File: config.mk
export PLATFORM = sky130hd
export DESIGN_NAME = hazard_scoreboard
export DESIGN_NICKNAME = d
export VERILOG_FILES = /design/src/rtl/hazard_pkg.sv /design/src/rtl/sb_slot.sv /design/src/rtl/hazard_scoreboard.sv
export SDC_FILE = /design/constraint.sdc
export NUM_CORES = 1
export LEC_CHECK = 0
export ABC_AREA = 1
export CORE_MARGIN = 2
export CORE_UTILIZATION = 48
export CTS_BUF_LIST = sky130_fd_sc_hd__clkbuf_16
export DETAILED_ROUTE_END_ITERATION = 10
export MAX_ROUTING_LAYER = met4
export PLACE_DENSITY = 0.93
export SKIP_CTS_REPAIR_TIMING = 1
export SYNTH_ARGS = -nofsm -noshare
export SYNTH_HDL_FRONTEND = slang
export SYNTH_HIERARCHICAL = 1
export SYNTH_SLANG_ARGS = --single-unit
File: constraint.sdc
create_clock -name CLK -period 1.75 [get_ports CLK]
set_input_delay 0.2625 -clock CLK [delete_from_list [all_inputs] [get_ports CLK]]
set_output_delay 0.2625 -clock CLK [all_outputs]
set_load 0.03 [all_outputs]
File: src/rtl/hazard_pkg.sv
// Shared types for the hazard scoreboard: pipeline slot record, bubble constant and
// memory-request state encoding.
package hazard_pkg;

    localparam int HZ_REG_W = 5;
    localparam logic [HZ_REG_W-1:0] REG_ZERO = '0;

    typedef struct packed {
        logic                valid;
        logic [HZ_REG_W-1:0] wsel;
        logic                regwen;
        logic                memren;
        logic                memwen;
    } slot_t;

    localparam slot_t BUBBLE = '0;

    typedef enum logic [1:0] {
        IDLE = 2'd0,
        REQ  = 2'd1,
        DONE = 2'd2
    } req_state_t;

    // Destination seen by the hazard unit; writes to $0 never create a dependency.
    function automatic logic [HZ_REG_W-1:0] slot_dest(input slot_t s);
        return (s.valid && s.regwen && (s.wsel != REG_ZERO)) ? s.wsel : REG_ZERO;
    endfunction

    function automatic logic slot_has_mem(input slot_t s);
        return s.valid && (s.memren || s.memwen);
    endfunction

endpackage

File: src/rtl/sb_slot.sv
// One tracked pipeline slot: flush beats load, otherwise the record holds.
module sb_slot
    import hazard_pkg::*;
(
    input  logic  CLK,
    input  logic  RST,
    input  logic  load,
    input  logic  flush,
    input  slot_t d,
    output slot_t q
);

    slot_t slot_q;
    slot_t slot_d;

    always_comb begin
        slot_d = slot_q;
        if (flush) begin
            slot_d = BUBBLE;
        end else if (load) begin
            slot_d = d;
        end
    end

    always_ff @(posedge CLK or posedge RST) begin
        if (RST) begin
            slot_q <= BUBBLE;
        end else begin
            slot_q <= slot_d;
        end
    end

    assign q = slot_q;

endmodule

File: src/rtl/hazard_scoreboard.sv
// Producer side of the hazard interface: tracks EX/MEM/WB destinations and MEM-stage
// memory requests. Optional counters are enabled with HAZARD_SCOREBOARD_STATS_EN.
module hazard_scoreboard
    import hazard_pkg::*;
#(
    parameter int REG_W  = HZ_REG_W,
    parameter int STAT_W = 32
) (
    input  logic              CLK,
    input  logic              RST,
    input  logic              id_valid,
    input  logic [REG_W-1:0]  id_rs,
    input  logic [REG_W-1:0]  id_rt,
    input  logic [REG_W-1:0]  id_wsel,
    input  logic              id_regwen,
    input  logic              id_memren,
    input  logic              id_memwen,
    input  logic              execute_en,
    input  logic              memory_en,
    input  logic              ddeassert,
    input  logic              edeassert,
    input  logic              mdeassert,
    input  logic              dhit,
`ifdef HAZARD_SCOREBOARD_STATS_EN
    output logic [STAT_W-1:0] stall_cnt,
    output logic [STAT_W-1:0] bubble_cnt,
`endif
    output logic [REG_W-1:0]  read1,
    output logic [REG_W-1:0]  read2,
    output logic [REG_W-1:0]  write1,
    output logic [REG_W-1:0]  write2,
    output logic [REG_W-1:0]  write3,
    output logic              dW,
    output logic              memREN,
    output logic              memWEN
);

    slot_t      id_rec;
    slot_t      ex_q;
    slot_t      mem_q;
    slot_t      wb_q;
    slot_t      mem_in;
    logic       ex_flush;
    logic       mem_reload;
    req_state_t req_state_q;
    req_state_t req_state_d;

    assign id_rec = '{valid: id_valid, wsel: id_wsel, regwen: id_regwen,
                      memren: id_memren, memwen: id_memwen};

    assign ex_flush = edeassert || (execute_en && (ddeassert || !id_valid));

    sb_slot u_ex_slot (
        .CLK   (CLK),
        .RST   (RST),
        .load  (execute_en),
        .flush (ex_flush),
        .d     (id_rec),
        .q     (ex_q)
    );

    sb_slot u_mem_slot (
        .CLK   (CLK),
        .RST   (RST),
        .load  (memory_en),
        .flush (mdeassert),
        .d     (ex_q),
        .q     (mem_q)
    );

    // WB never holds: without an advance it drains to a bubble.
    sb_slot u_wb_slot (
        .CLK   (CLK),
        .RST   (RST),
        .load  (memory_en),
        .flush (!memory_en),
        .d     (mem_q),
        .q     (wb_q)
    );

    assign mem_reload = memory_en || mdeassert;
    assign mem_in     = mdeassert ? BUBBLE : ex_q;

    always_comb begin
        req_state_d = req_state_q;
        if (mem_reload) begin
            req_state_d = slot_has_mem(mem_in) ? REQ : IDLE;
        end else if ((req_state_q == REQ) && dhit) begin
            req_state_d = DONE;
        end
    end

    always_ff @(posedge CLK or posedge RST) begin
        if (RST) begin
            req_state_q <= IDLE;
        end else begin
            req_state_q <= req_state_d;
        end
    end

    assign read1  = id_valid ? id_rs : '0;
    assign read2  = id_valid ? id_rt : '0;
    assign write1 = slot_dest(ex_q);
    assign write2 = slot_dest(mem_q);
    assign write3 = slot_dest(wb_q);
    assign dW     = wb_q.valid && wb_q.regwen;

    // A record claiming both load and store is treated as a load.
    assign memREN = (req_state_q == REQ) && mem_q.memren;
    assign memWEN = (req_state_q == REQ) && mem_q.memwen && !mem_q.memren;

    always_ff @(posedge CLK) begin
        if (!RST) begin
            assert (!(mem_q.valid && mem_q.memren && mem_q.memwen));
        end
    end

`ifdef HAZARD_SCOREBOARD_STATS_EN
    logic [STAT_W-1:0] stall_cnt_q;
    logic [STAT_W-1:0] stall_cnt_d;
    logic [STAT_W-1:0] bubble_cnt_q;
    logic [STAT_W-1:0] bubble_cnt_d;

    always_comb begin
        stall_cnt_d  = stall_cnt_q;
        bubble_cnt_d = bubble_cnt_q;
        if (!execute_en && id_valid && (stall_cnt_q != '1)) begin
            stall_cnt_d = stall_cnt_q + 1'b1;
        end
        if ((edeassert || (execute_en && ddeassert)) && (bubble_cnt_q != '1)) begin
            bubble_cnt_d = bubble_cnt_q + 1'b1;
        end
    end

    always_ff @(posedge CLK or posedge RST) begin
        if (RST) begin
            stall_cnt_q  <= '0;
            bubble_cnt_q <= '0;
        end else begin
            stall_cnt_q  <= stall_cnt_d;
            bubble_cnt_q <= bubble_cnt_d;
        end
    end

    assign stall_cnt  = stall_cnt_q;
    assign bubble_cnt = bubble_cnt_q;
`endif

endmodule

==> results.md <==
- Status: finished, final reports clean
- # setup viols final: 0
- Endpoint class of the critical path: output port
- Max-Slew Margin vs Limit: around three quarters
- YS warnings: 6
- Core region area: approximately 3000 µm²
- Vias per cell: 4.84
- Register area: 676 µm²
- Hold Path Class: in2async
- VDD IR-drop max: 0.399 mV
- Worst path max stage delay: approximately 0.39 ns
- Slew @ Worst Pin: 0.379 ns
- Fillers: 230
- Final period utilization: between 80% and 90%
- Setup Skew: around 0.0013 ns
- Cells after Synth: a little over 200
- Final WL: 3330 µm
- Fin area: 2150 µm²
- First-pass GRT wire length: about 5300 µm
- Max Cap Viol: 0
- Final nets: between 200 and 300
- Number of global-route vias before repair: 1,348
- Critical path class: reg2out
- WL per Instance: 11.3 µm
- Most used cell, CP: nand2_1
- 1st-pass router iterations: 5
- Count of pins over their slew limit: 0
- Row cnt: 20
- GP Congestion: around 0.79
- Delay-heaviest family, CP: flip-flops
- DRC Markers: 0
- Fmax: ~650 MHz
- Clock-pin slew on the worst setup and hold paths: about 0.060 ns
- Syn_nets: 230
- Clock Path Buffers: 2
- Sequential power share: 47.6%
- Sw Share: between 20% and 30%
- Final Hold Viols: 0
- I/O Pins: 55
- Hold_ws: around 0.26 ns
- Net Switching: around 330 µW
- Layout cells sized above 1: between 10% and 20%
- Chip Height: 59.3 µm
- Combinational power share: 15.4%
- Die area: roughly 3500 µm²
- Vias: about 1,400
- CP max stage cell: dfrtp_1
- Arr. time, crit path: approximately 1.3 ns
- Crit start category: flip-flop
- Worst path cell trace: nand2_1 > inv_1 > nand2_1 > nor2_1 > dlymetal6s2s_1
- P_int: roughly 1.0 mW
- Largest net degree at the start of global routing: 16
- CP bufs+invs: 2
- Clk_lat worst skew: 0.26 ns
- Overall Global Routing Usage: 20.4%
- Antenna violations before repair: 0
- Die Span X: 59.3 µm
- CTS sink cnt: 27
- Pwr Density: approximately 640 nW/µm²
- Post-Syn Area: 1470 µm²
- Static Leakage: around 1.5 nW
- Max H-tree Level: 1
- Post-layout min period: 1.54 ns
- Initial core utilization: about half
- PortBufs: 54
- N_diodes: 0
- Area Growth Syn to Fin: 46.1%
- CTS Buf Count: 3
- Worst endpoint required time: roughly 1.5 ns
- Multi-input gate area: approximately 600 µm²
- Detail Route Antenna Nets: 0
- Gr ovfl total: 0
- Clock power frac: 36.9%
- Crit-path max FO: 4
- Root buffer cell: clkbuf_16
- First DRT Iteration DRCs: between 50 and 60
- Placement Cell Area: 2020 µm²
- DPL Wire Length: 2590 µm
- RSZ-0062 raised after global routing: false
- CTS tree: built
- Syn Area/Cell: 7.24 µm²
## through the flow
stage | setup TNS (ns) | power (mW) | std cells | utilization [%] | setup slack [ns]
after floorplan | 0 | 0.776 | 203 | - | 0.460
after global placement | 0 | 0.871 | 291 | 67.9 | 0.167
after detailed placement | 0 | 0.876 | 291 | 67.9 | 0.134
after CTS | -1.54 | 1.38 | 295 | 70.6 | -0.183
after global routing | 0 | 1.43 | 295 | 72.1 | 0.0934
final | 0 | 1.37 | 295 | 72.1 | 0.209
## flip-flops by register name, summed over array words and instances, names as in the netlist
register,cells
u_ex_slot/q,9
u_mem_slot/q,9
u_wb_slot/q,7
req_state_q,2
## worst register-to-register path: cells and delay by family (launching register included)
kind	cells	cell delay, ns
AOI/OAI and AO/OA	1	0.09
buffers and inverters	1	0.09
DFF	1	0.43
and+or+nand+nor	2	0.10
## final timing paths
path | depth (start not counted) | slack (ns) | end | start
setup / recovery | 5 | 0.21 | write2[3] | u_mem_slot/q[8]
hold / removal | 2 | 0.26 | req_state_q[1] | RST
setup reg to reg | 4 | 0.91 | req_state_q[0] | u_ex_slot/q[8]
hold reg to reg | 2 | 0.49 | u_wb_slot/q[7] | u_wb_slot/q[7]
max in group asynchronous | 2 | 1.13 | u_mem_slot/q[1] | RST
min in group CLK | 2 | 0.49 | u_wb_slot/q[7] | u_wb_slot/q[7]
## routing by layer
layer  track usage [%]  up-vias  routed length, µm
met5                 -        -                  0
li1                  -      725                  -
met3              3.06        4                195
met4              7.79        0                 31
met1              19.4      633               1290
met2              40.0       65               1810
## cell type report
class                           count  share of cell area [%]
Sequential cell                    27                    31.5
Multi-Input combinational cell    131                    27.8
Timing Repair Buffer               59                    27.8
Inverter                           41                    7.22
Clock buffer                        3                    3.49
Tap cell                           33                    1.92
Clock inverter                      1                   0.233
## power groups by stage
stage                     logic, mW  clock network (mW)  registers [mW]
after detailed placement      0.212                   0           0.664
after global placement        0.207                   0           0.663
final                         0.212               0.507           0.654
after floorplan               0.115                   0           0.661
after global routing          0.231               0.547           0.655
after CTS                     0.213               0.516           0.653
## layout by cell type, fill, tap and decap left out, drive strengths merged, types with 3 or more instances in the layout
cell and count:
clkinv 3, nor2 25, dlymetal6s2s 18, clkbuf 3, clkdlybuf4s50 26, dfrtp 27
inv 39, nand3 33, buf 15, nand2 70
Power figures use the tool's default switching activity.
